**config.mk**
```make
export PLATFORM = sky130hd
export DESIGN_NAME = vend_dispense_ctrl
export DESIGN_NICKNAME = d
export VERILOG_FILES = /design/src/rtl/vend_pkg.sv /design/src/rtl/vend_edge_det.sv /design/src/rtl/vend_dispense_ctrl.sv
export SDC_FILE = /design/constraint.sdc
export NUM_CORES = 1
export LEC_CHECK = 0
export CAP_MARGIN = 20
export CELL_PAD_IN_SITES_DETAIL_PLACEMENT = 0
export CELL_PAD_IN_SITES_GLOBAL_PLACEMENT = 1
export CORE_MARGIN = 5
export CORE_UTILIZATION = 30
export DETAILED_ROUTE_END_ITERATION = 10
export GPL_TIMING_DRIVEN = 0
export PLACE_DENSITY = 0.61
export SETUP_SLACK_MARGIN = 0.3
export SLEW_MARGIN = 20
export SYNTH_ARGS = -nofsm -noshare
export SYNTH_HDL_FRONTEND = slang
export SYNTH_HIERARCHICAL = 1
export SYNTH_SLANG_ARGS = --single-unit
```
**constraint.sdc**
```tcl
create_clock -name clk -period 4.8 [get_ports clk]
set_clock_uncertainty 0.05 [all_clocks]
set_input_delay 0.72 -clock clk [delete_from_list [all_inputs] [get_ports clk]]
set_output_delay 0.72 -clock clk [all_outputs]
set_load 0.01 [all_outputs]
```
**src/rtl/vend_pkg.sv**
```systemverilog
// Shared types and default constants for the vending dispense controller.
// Holds the FSM state enum plus default prices, credit limit and pulse length.
package vend_pkg;

  typedef enum logic [1:0] {
    IDLE        = 2'd0,
    DISP_COFFEE = 2'd1,
    DISP_SPRITE = 2'd2
  } vend_state_t;

  localparam int DEF_COFFEE_PRICE = 1;
  localparam int DEF_SPRITE_PRICE = 2;
  localparam int DEF_MAX_CREDIT   = 3;
  localparam int DEF_DISP_CYCLES  = 4;
  localparam int CREDIT_W         = 2;

endpackage

```
**src/rtl/vend_edge_det.sv**
```systemverilog
// Rising-edge detector: rise[i] is high in a cycle where d[i] is 1 and was 0
// at the previous clock. Ports: clk, rst_n (async low), d[N], rise[N].
module vend_edge_det #(
  parameter int N = 3
) (
  input  logic         clk,
  input  logic         rst_n,
  input  logic [N-1:0] d,
  output logic [N-1:0] rise
);

  logic [N-1:0] hist;

  always_ff @(posedge clk or negedge rst_n) begin
    if (!rst_n) hist <= '0;
    else        hist <= d;
  end

  assign rise = d & ~hist;

endmodule

```
**src/rtl/vend_dispense_ctrl.sv**
```systemverilog
// Vending dispense controller: coin credit, per-product pending requests,
// round-robin grant and fixed-length chute pulse. Ports: clk, reset (async
// low), C/F/P event levels, led/o/credit/busy/coin_rej outputs. Optional
// coin return (R in, chg out) is built when VEND_CHANGE_EN is defined.
module vend_dispense_ctrl
  import vend_pkg::*;
#(
  parameter int COFFEE_PRICE = DEF_COFFEE_PRICE,
  parameter int SPRITE_PRICE = DEF_SPRITE_PRICE,
  parameter int MAX_CREDIT   = DEF_MAX_CREDIT,
  parameter int DISP_CYCLES  = DEF_DISP_CYCLES
) (
  input  logic       clk,
  input  logic       reset,
  input  logic       C,
  input  logic       F,
  input  logic       P,
`ifdef VEND_CHANGE_EN
  input  logic       R,
  output logic       chg,
`endif
  output logic [1:0] led,
  output logic [1:0] o,
  output logic [1:0] credit,
  output logic       busy,
  output logic       coin_rej
);

  localparam int CNT_W =
    (DISP_CYCLES > 1) ? $clog2(DISP_CYCLES) : 1;

  vend_state_t state;
  logic [1:0]  pend;
  logic [1:0]  pend_nxt;
  logic        rr_coffee;
  logic [CNT_W-1:0] cnt;

  logic [1:0]  afford;
  logic [1:0]  cand;
  logic [1:0]  gnt;
  logic        hold;
  logic        coin_ok;
  logic        rej_nxt;
  logic [3:0]  acc;
  logic [1:0]  credit_nxt;

  logic        rise_c;
  logic        rise_f;
  logic        rise_p;
  logic        ret_act;
  logic        r_start;
  logic        chg_dec;

`ifdef VEND_CHANGE_EN
  localparam int NEV = 4;
  logic [NEV-1:0] ev_in;
  logic [NEV-1:0] ev;
  assign ev_in = {R, P, F, C};
`else
  localparam int NEV = 3;
  logic [NEV-1:0] ev_in;
  logic [NEV-1:0] ev;
  assign ev_in = {P, F, C};
`endif

  vend_edge_det #(
    .N (NEV)
  ) u_edge (
    .clk   (clk),
    .rst_n (reset),
    .d     (ev_in),
    .rise  (ev)
  );

  assign rise_c = ev[0];
  assign rise_f = ev[1];
  assign rise_p = ev[2];

`ifdef VEND_CHANGE_EN
  // Return pays one credit per pulse, pulses on alternate clocks.
  assign r_start = ev[3] & (state == IDLE) & ~ret_act
                 & (credit != '0);
  assign chg_dec = r_start | (ret_act & ~chg);

  always_ff @(posedge clk or negedge reset) begin
    if (!reset) begin
      ret_act <= 1'b0;
      chg     <= 1'b0;
    end else begin
      chg <= chg_dec;
      if (r_start)
        ret_act <= 1'b1;
      else if (ret_act && chg && credit == '0)
        ret_act <= 1'b0;
    end
  end
`else
  assign ret_act = 1'b0;
  assign r_start = 1'b0;
  assign chg_dec = 1'b0;
`endif

  assign led = afford;

  always_comb begin
    afford[0] = int'(credit) >= COFFEE_PRICE;
    afford[1] = int'(credit) >= SPRITE_PRICE;
    hold      = ret_act | r_start;
    cand      = pend & afford;
    gnt       = 2'b00;
    if (state == IDLE && !hold) begin
      unique case (1'b1)
        (cand == 2'b11): gnt = rr_coffee ? 2'b01 : 2'b10;
        (cand == 2'b01): gnt = 2'b01;
        (cand == 2'b10): gnt = 2'b10;
        default:         gnt = 2'b00;
      endcase
    end
    coin_ok = rise_c & ~hold
            & (credit != CREDIT_W'(MAX_CREDIT));
    rej_nxt = rise_c & ~hold
            & (credit == CREDIT_W'(MAX_CREDIT));
    // Grant is only issued when affordable, so no underflow.
    acc = 4'(credit);
    if (coin_ok) acc = acc + 4'd1;
    if (gnt[0])  acc = acc - 4'(COFFEE_PRICE);
    if (gnt[1])  acc = acc - 4'(SPRITE_PRICE);
    if (chg_dec) acc = acc - 4'd1;
    credit_nxt = acc[1:0];
    // Unaffordable pending flags drop at grant time.
    pend_nxt = pend;
    if (r_start)
      pend_nxt = 2'b00;
    else if (state == IDLE && !ret_act)
      pend_nxt = cand & ~gnt;
    if (!hold) begin
      if (rise_f && afford[0]) pend_nxt[0] = 1'b1;
      if (rise_p && afford[1]) pend_nxt[1] = 1'b1;
    end
  end

  always_ff @(posedge clk or negedge reset) begin
    if (!reset) begin
      state     <= IDLE;
      credit    <= '0;
      pend      <= '0;
      rr_coffee <= 1'b1;
      o         <= '0;
      busy      <= 1'b0;
      cnt       <= '0;
      coin_rej  <= 1'b0;
    end else begin
      credit   <= credit_nxt;
      pend     <= pend_nxt;
      coin_rej <= rej_nxt;
      unique case (state)
        IDLE: begin
          unique case (1'b1)
            gnt[0]: begin
              state     <= DISP_COFFEE;
              o         <= 2'b01;
              busy      <= 1'b1;
              cnt       <= CNT_W'(DISP_CYCLES - 1);
              rr_coffee <= 1'b0;
            end
            gnt[1]: begin
              state     <= DISP_SPRITE;
              o         <= 2'b10;
              busy      <= 1'b1;
              cnt       <= CNT_W'(DISP_CYCLES - 1);
              rr_coffee <= 1'b1;
            end
            default: ;
          endcase
        end
        DISP_COFFEE, DISP_SPRITE: begin
          if (cnt == '0) begin
            state <= IDLE;
            o     <= '0;
            busy  <= 1'b0;
          end else begin
            cnt <= cnt - CNT_W'(1);
          end
        end
        default: state <= IDLE;
      endcase
    end
  end

endmodule

```
==> results.cfg, run 1 <==
[place]
dpl.hpwl_um = 1180
dp_slack_ps = 2540
io_buffers = 12
gp_congestion = 0.697

[cells_and_area]
diodes = 0
layout_commonest_cell = dfrtp_1
syn_to_final_growth_pct = 22.9
drive_above_1_share_pct = 12.5
fill_cells = 275
final_cell_mix = dfrtp_1 (15), clkdlybuf4s50_1 (12), inv_1 (11), ha_1 (6)
seqCellArea_um2 = 402
multi_input_area_um2 = 405
nNetsFinal = 108

[floorplanning]
start_util_pct = 31.2
rows = 19
dieArea_um2 = 4010
pin_count = 13
die_w_um = 63.3
die_y_um = 63.3
design.core.area_um2 = 2730

[clock_network]
tritoncts = built
postCtsHoldBufs = 0
cts-root-buf = clkbuf_4
cts.sinks = 16
clkTransAtPathRegs_ps = 90
cts_buffers = 3
clock_latency_ps = 280
cts.htree.levels = 1
cts_resized = 0
post_cts_buffers = 0
cts.path.max_buffers = 2

[critical_path]
crit_path_end_kind = output pin
required_ps = 4030
critPathLaunchType = register
cpPeakStageDelay_ps = 470
cp_top_family = buffers and inverters
worstPathMaxFanout = 5
path_cells = inv_1 > ha_1 > nor2_1 > inv_1 > clkdlybuf4s50_1
crit_path_top_delay_cell = clkdlybuf4s50_1
crit_type = reg2out
worst-path-buf-inv = 3
cp_common_cell = inv_1
cp.arrival_ps = 1780

[pwr]
ir_drop_mv = 0.241
leakage_nw = 0.476
powerDensity_nw_per_um2 = 631

[run]
drv_cap = 0

[timing]
setup_viol = 0
layout_setup_ws_ps = 2250
relSlewSlack_pct = 51.8
fmax_mhz = 392
final.period_utilization_pct = 53.2
drv_slew = 0
tightest_slew_ps = 721
grt_setup_unrepaired = no
hold_ws_ps = 443
finalHoldViolCount = 0
tns_ps = 0
fin_crit_ps = 2550

[synth]
synth_compound_area_share_pct = 17.2
synthAdderAreaFrac_pct = 8.80
syn_inst = 80
synthXorXnorAreaFrac_pct = 5.13
avgSynthCellArea_um2 = 10.7
yosysTopAreaCellShare_pct = 44.0
synth-simple-area-share_pct = 15.2
synth_top_family_by_area = compound AO/OA/AOI/OAI gates
synthMuxAreaShare_pct = 1.17
synth_warnings = 6
synth_top_cells_by_area = dfrtp_1 (44%), ha_1 (8.8%), inv_1 (4.8%), nor2b_4 (4.8%), xnor2_1 (4.1%)
syn_area_um2 = 853
ys_seq_area_share_pct = 47.1
ys_seq_elements = 16
syn_nets = 91
synth_top_cell_by_area = dfrtp_1
ys_types = 30

[global_route]
antenna_found_initial = 0
grt_max_degree = 17
track_usage_pct = 8.86
grt_pass1_wl_um = 2790
globalRouteOverflowTotal = 0
grt_pass1_vias = 607

[detailed_routing]
drt_wl_total_um = 1540
vias_per_cell = 4.74
drc = 0
drtPass1Iterations = 4
routedWlPerCell_um = 12.1
dr_total_vias = 602
dr.first_iter.drc_count = 24
antenna_left = 0

[status]
status = finished clean

[hold_path]
hp-class = reg2reg
metrics by stage:
stage	power [mW]	utilization (%)	instances	area, µm²
after floorplan	0.464	-	80	853
after global placement	0.573	37.0	123	1010
final	0.662	38.4	127	1050
after global routing	0.726	38.4	127	1050
after detailed placement	0.579	37.0	123	1010
after CTS	0.671	38.4	127	1050
path summary, 6_finish.rpt:
| check | slack, ps | cells after the start | from | end |
|---|---|---|---|---|
| min in group asynchronous | 800 | 1 | reset | u_edge/hist[2]$_DFF_PN0_ |
| setup / recovery | 2250 | 5 | credit[0]$_DFF_PN0_ | led[1] |
| setup reg to reg | 2800 | 7 | credit[1]$_DFF_PN0_ | o[1]$_DFFE_PN0P_ |
| hold / removal | 440 | 2 | o[1]$_DFFE_PN0P_ | o[1]$_DFFE_PN0P_ |
| hold reg to reg | 440 | 2 | o[1]$_DFFE_PN0P_ | o[1]$_DFFE_PN0P_ |
| max in group asynchronous | 3440 | 1 | reset | cnt[0]$_DFFE_PN0P_ |
cells by family (layout without fill, tap and decap cells):
group                    count (synthesis)  in the layout
AO/OA/AOI/OAI                           21             21
multiplexers                             1              1
XOR/XNOR                                 5              5
flip-flops                              16             16
AND/OR/NAND/NOR                         19             19
adder cells (fa/ha/maj)                  6              6
buffers and inverters                   12             28
where the power goes:
group	switching, mW	total [mW]	internal (mW)
sequential	0.0403	0.222	0.182
combinational	0.178	0.351	0.173
clock	0.0436	0.0897	0.0461
layout make-up:
| cell class | instances | area share, % |
|---|---|---|
| Clock buffer | 4 | 3.46 |
| Inverter | 11 | 3.94 |
| Sequential cell | 16 | 38.3 |
| Timing Repair Buffer | 12 | 11.5 |
| Buffer | 1 | 0.477 |
| Tap cell | 31 | 3.70 |
| Multi-Input combinational cell | 52 | 38.7 |
routing by layer:
| layer | GRT usage (%) | part of all wire (%) |
|---|---|---|
| met3 | 2.84 | 5.1 |
| met4 | 5.45 | 1.8 |
| met5 | 0 | 0 |
| met2 | 12.9 | 47 |
| met1 | 11.2 | 46 |
synthesized netlist by cell type:
library cell / instances
dfstp_2: 1
xor2_1: 1
and2b_1: 1
a211oi_2: 1
nand3b_1: 1
nand2_1: 4
nor2_1: 2
buf_2: 1
xnor2_1: 4
a31oi_1: 3
o22ai_1: 3
nand3_1: 1
o31ai_1: 1
mux2i_1: 1
o211ai_1: 1
a211o_1: 1
and2_1: 1
a21oi_1: 3
nor2b_4: 3
dfrtp_1: 15
or2_2: 1
o21ai_2: 1
o21ai_0: 3
nand4b_1: 1
a22o_1: 3
nand2b_1: 3
nor2b_1: 1
ha_1: 6
o21a_1: 1
inv_1: 11
worst reg2reg max path, cell delays in order, from the launching register on:
cell and delay (ps):
dfrtp_1 520, inv_1 80, ha_1 220, nand2b_1 210, a31oi_1 440, and2b_1 220
inv_1 60, o21ai_0 130
state kept, by name, indices dropped and copies added, names as in the netlist:
signal and cells:
credit 2, state 2, u_edge/hist 3, cnt 2, pend 2, coin_rej 1
busy 1, rr_coffee 1, o 2
Power figures use the tool's default switching activity.
==> inputs of run 2 (changes only) <==
==> constraint.sdc (replaced) <==
create_clock -name clk -period 2.6 [get_ports clk]
set_clock_uncertainty 0.05 [all_clocks]
set_input_delay 0.39 -clock clk [delete_from_list [all_inputs] [get_ports clk]]
set_output_delay 0.39 -clock clk [all_outputs]
set_load 0.01 [all_outputs]
==> run 2 against run 1 <==
Compared with the run above:
- hold slack about the same
- first-iteration DRC count increased by 4.2%
- critical endpoint unchanged
- final area grew 0.48%
- clock-buffer cell count stayed put
- sequential share of layout area rose by 0.056 points
- non-clock buffer count stayed put
==> results.cfg, run 2 (synthesis results as in run 1) <==
[critical_path]
path_cells = inv_1 > ha_2 > nor2_1 > inv_1 > clkdlybuf4s50_1
r2r_start = credit[0]$_DFF_PN0_
cp-startpoint = credit[0]$_DFF_PN0_
cpPeakStageDelay_ps = 530
required_ps = 2160
cp_common_cell = inv_1
worstPathMaxFanout = 5
reg2regPathDepth = 7
r2r_end = o[1]$_DFFE_PN0P_
crit_type = reg2out
critPathLaunchType = register
crit_path_top_delay_cell = clkdlybuf4s50_1
cp.arrival_ps = 1730
crit_end = led[1]
rrSetupSlack_ps = 670
crit_path_end_kind = output pin

[global_route]
grt_max_degree = 17
grt_pass1_wl_um = 2790
track_usage_pct = 8.86
grt.busiest_layer = met2
globalRouteOverflowTotal = 0
antenna_found_initial = 0
met3_usage_pct = 2.84
grt_use_met1_pct = 11.2
grt_pass1_vias = 607
gr-usage-met2_pct = 12.9

[floorplanning]
die_y_um = 63.3
pin_count = 13
design.core.area_um2 = 2730
dieArea_um2 = 4010
start_util_pct = 31.2
die_w_um = 63.3
rows = 19

[clock_network]
postCtsHoldBufs = 0
clock_latency_ps = 280
clkTransAtPathRegs_ps = 90
cts_buffers = 3
cts.sinks = 16
tritoncts = built
cts-root-buf = clkbuf_4
cts.path.max_buffers = 2
cts.htree.levels = 1

[timing]
fin_crit_ps = 2170
layout_setup_ws_ps = 431
relSlewSlack_pct = 51.0
tns_ps = 0
finalHoldViolCount = 0
grt_setup_unrepaired = no
tightest_slew_ps = 733
setup_viol = 0
final.period_utilization_pct = 83.4
hold_ws_ps = 443
fmax_mhz = 461
drv_slew = 0

[detailed_routing]
antenna_left = 0
drt_wl_total_um = 1550
dr.first_iter.drc_count = 25
drc = 0
routedWlPerCell_um = 12.2
drtPass1Iterations = 4
vias_per_cell = 4.74
dr_total_vias = 602

[cells_and_area]
fin_cells = 127
final_area_um2 = 1050
drive_above_1_share_pct = 15.6
layout_commonest_cell = dfrtp_1
top_register = u_edge/hist
final_cell_mix = dfrtp_1 (13), clkdlybuf4s50_1 (12), inv_1 (11), ha_1 (5)
fill_cells = 274
nNetsFinal = 108
fin_util_pct = 38.5
largest_register_ffs = 3
syn_to_final_growth_pct = 23.5
diodes = 0

[run]
drv_cap = 0

[pwr]
powerDensity_nw_per_um2 = 1170
ir_drop_mv = 0.446
finalPower_mw = 1.23
leakage_nw = 0.473

[place]
dpl_cell_area_um2 = 1010
place_inst = 123
dpl.hpwl_um = 1180
dp_slack_ps = 616
io_buffers = 12
gp_congestion = 0.697

[status]
status = finished clean

[hold_path]
hp-class = reg2reg
[run 2: cell types whose count changed in the layout (fill, tap and decap cells not counted)]
cell     change
dfrtp_1      -2
dfrtp_2      +2
ha_1         -1
ha_2         +1
[run 2: timing repair]
action,CTS,global route
resized for setup,0,3
setup buffers,0,0
setup endpoints to repair,0,1
[run 2: worst max-delay path: cells and delay by family, from the launching register on]
kind | cells | cell delay [ps]
adders and majority gates | 1 | 210
DFF | 1 | 460
buffers and inverters | 3 | 720
and+or+nand+nor | 1 | 60
[run 2: cell type report]
cell class	count	area (µm²)	area share, %
Multi-Input combinational cell	52	408	38.7
Sequential cell	16	404	38.4
Timing Repair Buffer	12	120	11.4
Inverter	11	41.3	3.92
Tap cell	31	38.8	3.68
Clock buffer	4	36.3	3.44
Buffer	1	5.00	0.475
[run 2: how the worst min path moves through the flow]
stage | startpoint | endpoint | slack, ps | depth (start not counted)
after detailed placement | o[1]$_DFFE_PN0P_ | o[1]$_DFFE_PN0P_ | 430 | 2
final | o[1]$_DFFE_PN0P_ | o[1]$_DFFE_PN0P_ | 440 | 2
after CTS | o[1]$_DFFE_PN0P_ | o[1]$_DFFE_PN0P_ | 450 | 2
after floorplan | reset | busy$_DFFE_PN0P_ | 40 | 0
after global routing | F | u_edge/hist[1]$_DFF_PN0_ | 490 | 1
after global placement | busy$_DFFE_PN0P_ | busy$_DFFE_PN0P_ | 420 | 2
[run 2: per-layer routing]
metal | part of all wire (%) | vias to the layer above
li1 | - | 303
met1 | 47 | 284
met2 | 46 | 13
met3 | 5.2 | 2
met4 | 1.8 | 0
met5 | 0 | -
[run 2: power breakdown]
part	internal, mW	switching, mW
sequential	0.339	0.0749
clock	0.0852	0.0802
combinational	0.321	0.330
total	0.745	0.485
==> inputs of run 3 (changes only) <==
==> constraint.sdc (replaced) <==
create_clock -name clk -period 2 [get_ports clk]
set_clock_uncertainty 0.05 [all_clocks]
set_input_delay 0.3 -clock clk [delete_from_list [all_inputs] [get_ports clk]]
set_output_delay 0.3 -clock clk [all_outputs]
set_load 0.01 [all_outputs]
==> run 3 against run 2 <==
Compared with the run above:
- sequential share of layout area is 4.8 points lower
- utilization grew 5.5 points
- clock-buffer cell count unchanged
- cell count is 10% higher
- via count increased by 8.8%
- wire length is 11% higher
- final area rose by 14%
- combinational power up 83%
- clock power increased by 32%
- global-route usage up 0.34 points
- sequential cell count did not move
- largest cell class unchanged
- largest power group unchanged
- highest routed layer unchanged
==> results.cfg, run 3 (synthesis results as in run 1) <==
[cells_and_area]
final_cell_mix = dfrtp_1 (13), buf_4 (11), inv_1 (8), clkdlybuf4s50_1 (8)
layout_commonest_cell = dfrtp_1
syn_to_final_growth_pct = 41.2
largest_register_ffs = 3
fin_cells = 140
fill_cells = 256
drive_above_1_share_pct = 34.9
diodes = 0
top_register = u_edge/hist
final_area_um2 = 1200
nNetsFinal = 121

[detailed_routing]
vias_per_cell = 4.68
dr_total_vias = 655
drt_wl_total_um = 1730
routedWlPerCell_um = 12.3
drtPass1Iterations = 2
antenna_left = 0
dr.first_iter.drc_count = 7
drc = 0

[clock_network]
cts.path.max_buffers = 2
tritoncts = built
cts.htree.levels = 1
cts.sinks = 16
cts_buffers = 3
cts-root-buf = clkbuf_4
clkTransAtPathRegs_ps = 100
clock_latency_ps = 290

[status]
status = finished clean

[global_route]
grt_pass1_vias = 684
globalRouteOverflowTotal = 0
track_usage_pct = 9.20
grt_pass1_wl_um = 2990
grt_max_degree = 17
antenna_found_initial = 0

[floorplanning]
dieArea_um2 = 4010
rows = 19
start_util_pct = 31.2
die_w_um = 63.3
design.core.area_um2 = 2730
die_y_um = 63.3
pin_count = 13

[critical_path]
worstPathMaxFanout = 3
crit_path_end_kind = register
crit_type = reg2reg
required_ps = 2170
cp.arrival_ps = 1950
critPathLaunchType = register
reg2regPathDepth = 7

[timing]
finalHoldViolCount = 0
tns_ps = 0
fin_crit_ps = 1780
fmax_mhz = 562
grt_setup_unrepaired = yes
tightest_slew_ps = 750
final.period_utilization_pct = 88.9
setup_viol = 0
layout_setup_ws_ps = 222
relSlewSlack_pct = 49.9
drv_slew = 0

[place]
place_inst = 123
dpl_cell_area_um2 = 1020
io_buffers = 12
dp_slack_ps = 171
dpl.hpwl_um = 1170
gp_congestion = 0.713

[pwr]
leakage_nw = 0.560
finalPower_mw = 1.92
ir_drop_mv = 0.867
powerDensity_nw_per_um2 = 1590

[run]
drv_cap = 0

[hold_path]
hp-class = in2async
[run 3: cell count changes in the layout (fill, tap and decap cells not counted), sizes merged]
cell / delta
buf: +13
clkbuf: +2
clkdlybuf4s50: -4
dlymetal6s2s: +2
[run 3: layout make-up]
| class | count | area [µm²] | share of cell area [%] |
|---|---|---|---|
| Buffer | 1 | 11.3 | 0.935 |
| Clock buffer | 4 | 36.3 | 3.01 |
| Inverter | 11 | 41.3 | 3.43 |
| Multi-Input combinational cell | 52 | 453 | 37.6 |
| Sequential cell | 16 | 404 | 33.5 |
| Tap cell | 31 | 38.8 | 3.22 |
| Timing Repair Buffer | 25 | 220 | 18.3 |
[run 3: power breakdown]
part           internal (mW)  switching [mW]
registers              0.440          0.0769
clock network          0.111           0.106
logic                  0.636           0.550
[run 3: worst max-delay path: stages, from the launching register on]
cell and delay, ps:
dfrtp_2 440, buf_6 130, ha_4 160, o21a_1 220
a211o_1 280, xor2_1 140, mux2i_1 160, xnor2_1 130
[run 3: metrics by stage]
step / utilization (%) / hold slack, ps
floorplan: - / -45.6
global placement: 37.4 / 411
detailed placement: 37.4 / 420
CTS: 42.0 / 421
global route: 44.1 / 421
finish: 44.1 / 393
[run 3: timing repair]
action                                  in CTS  in global routing
setup buffers                                6                  7
gates resized for setup                     14                  9
pin swaps                                    3                  4
endpoints found under the setup margin       8                 12
hold buffers                                 0                  0
[run 3: layer usage]
metal | vias to the layer above | global-route usage (%) | wire length, µm
li1 | 334 | - | -
met1 | 307 | 11.6 | 828
met2 | 12 | 14.5 | 789
met3 | 2 | 3.55 | 87
met4 | 0 | 2.86 | 19
met5 | - | 0 | 0
[run 3: path summary, 6_finish.rpt]
kind | to | slack (ps) | start
min reg2reg | o[1]$_DFFE_PN0P_ | 440 | o[1]$_DFFE_PN0P_
min in group clk | u_edge/hist[2]$_DFF_PN0_ | 420 | P
min | coin_rej$_DFF_PN0_ | 390 | reset
max | credit[1]$_DFF_PN0_ | 220 | credit[1]$_DFF_PN0_
max reg2reg | credit[1]$_DFF_PN0_ | 220 | credit[1]$_DFF_PN0_
max in group asynchronous | credit[0]$_DFF_PN0_ | 990 | reset
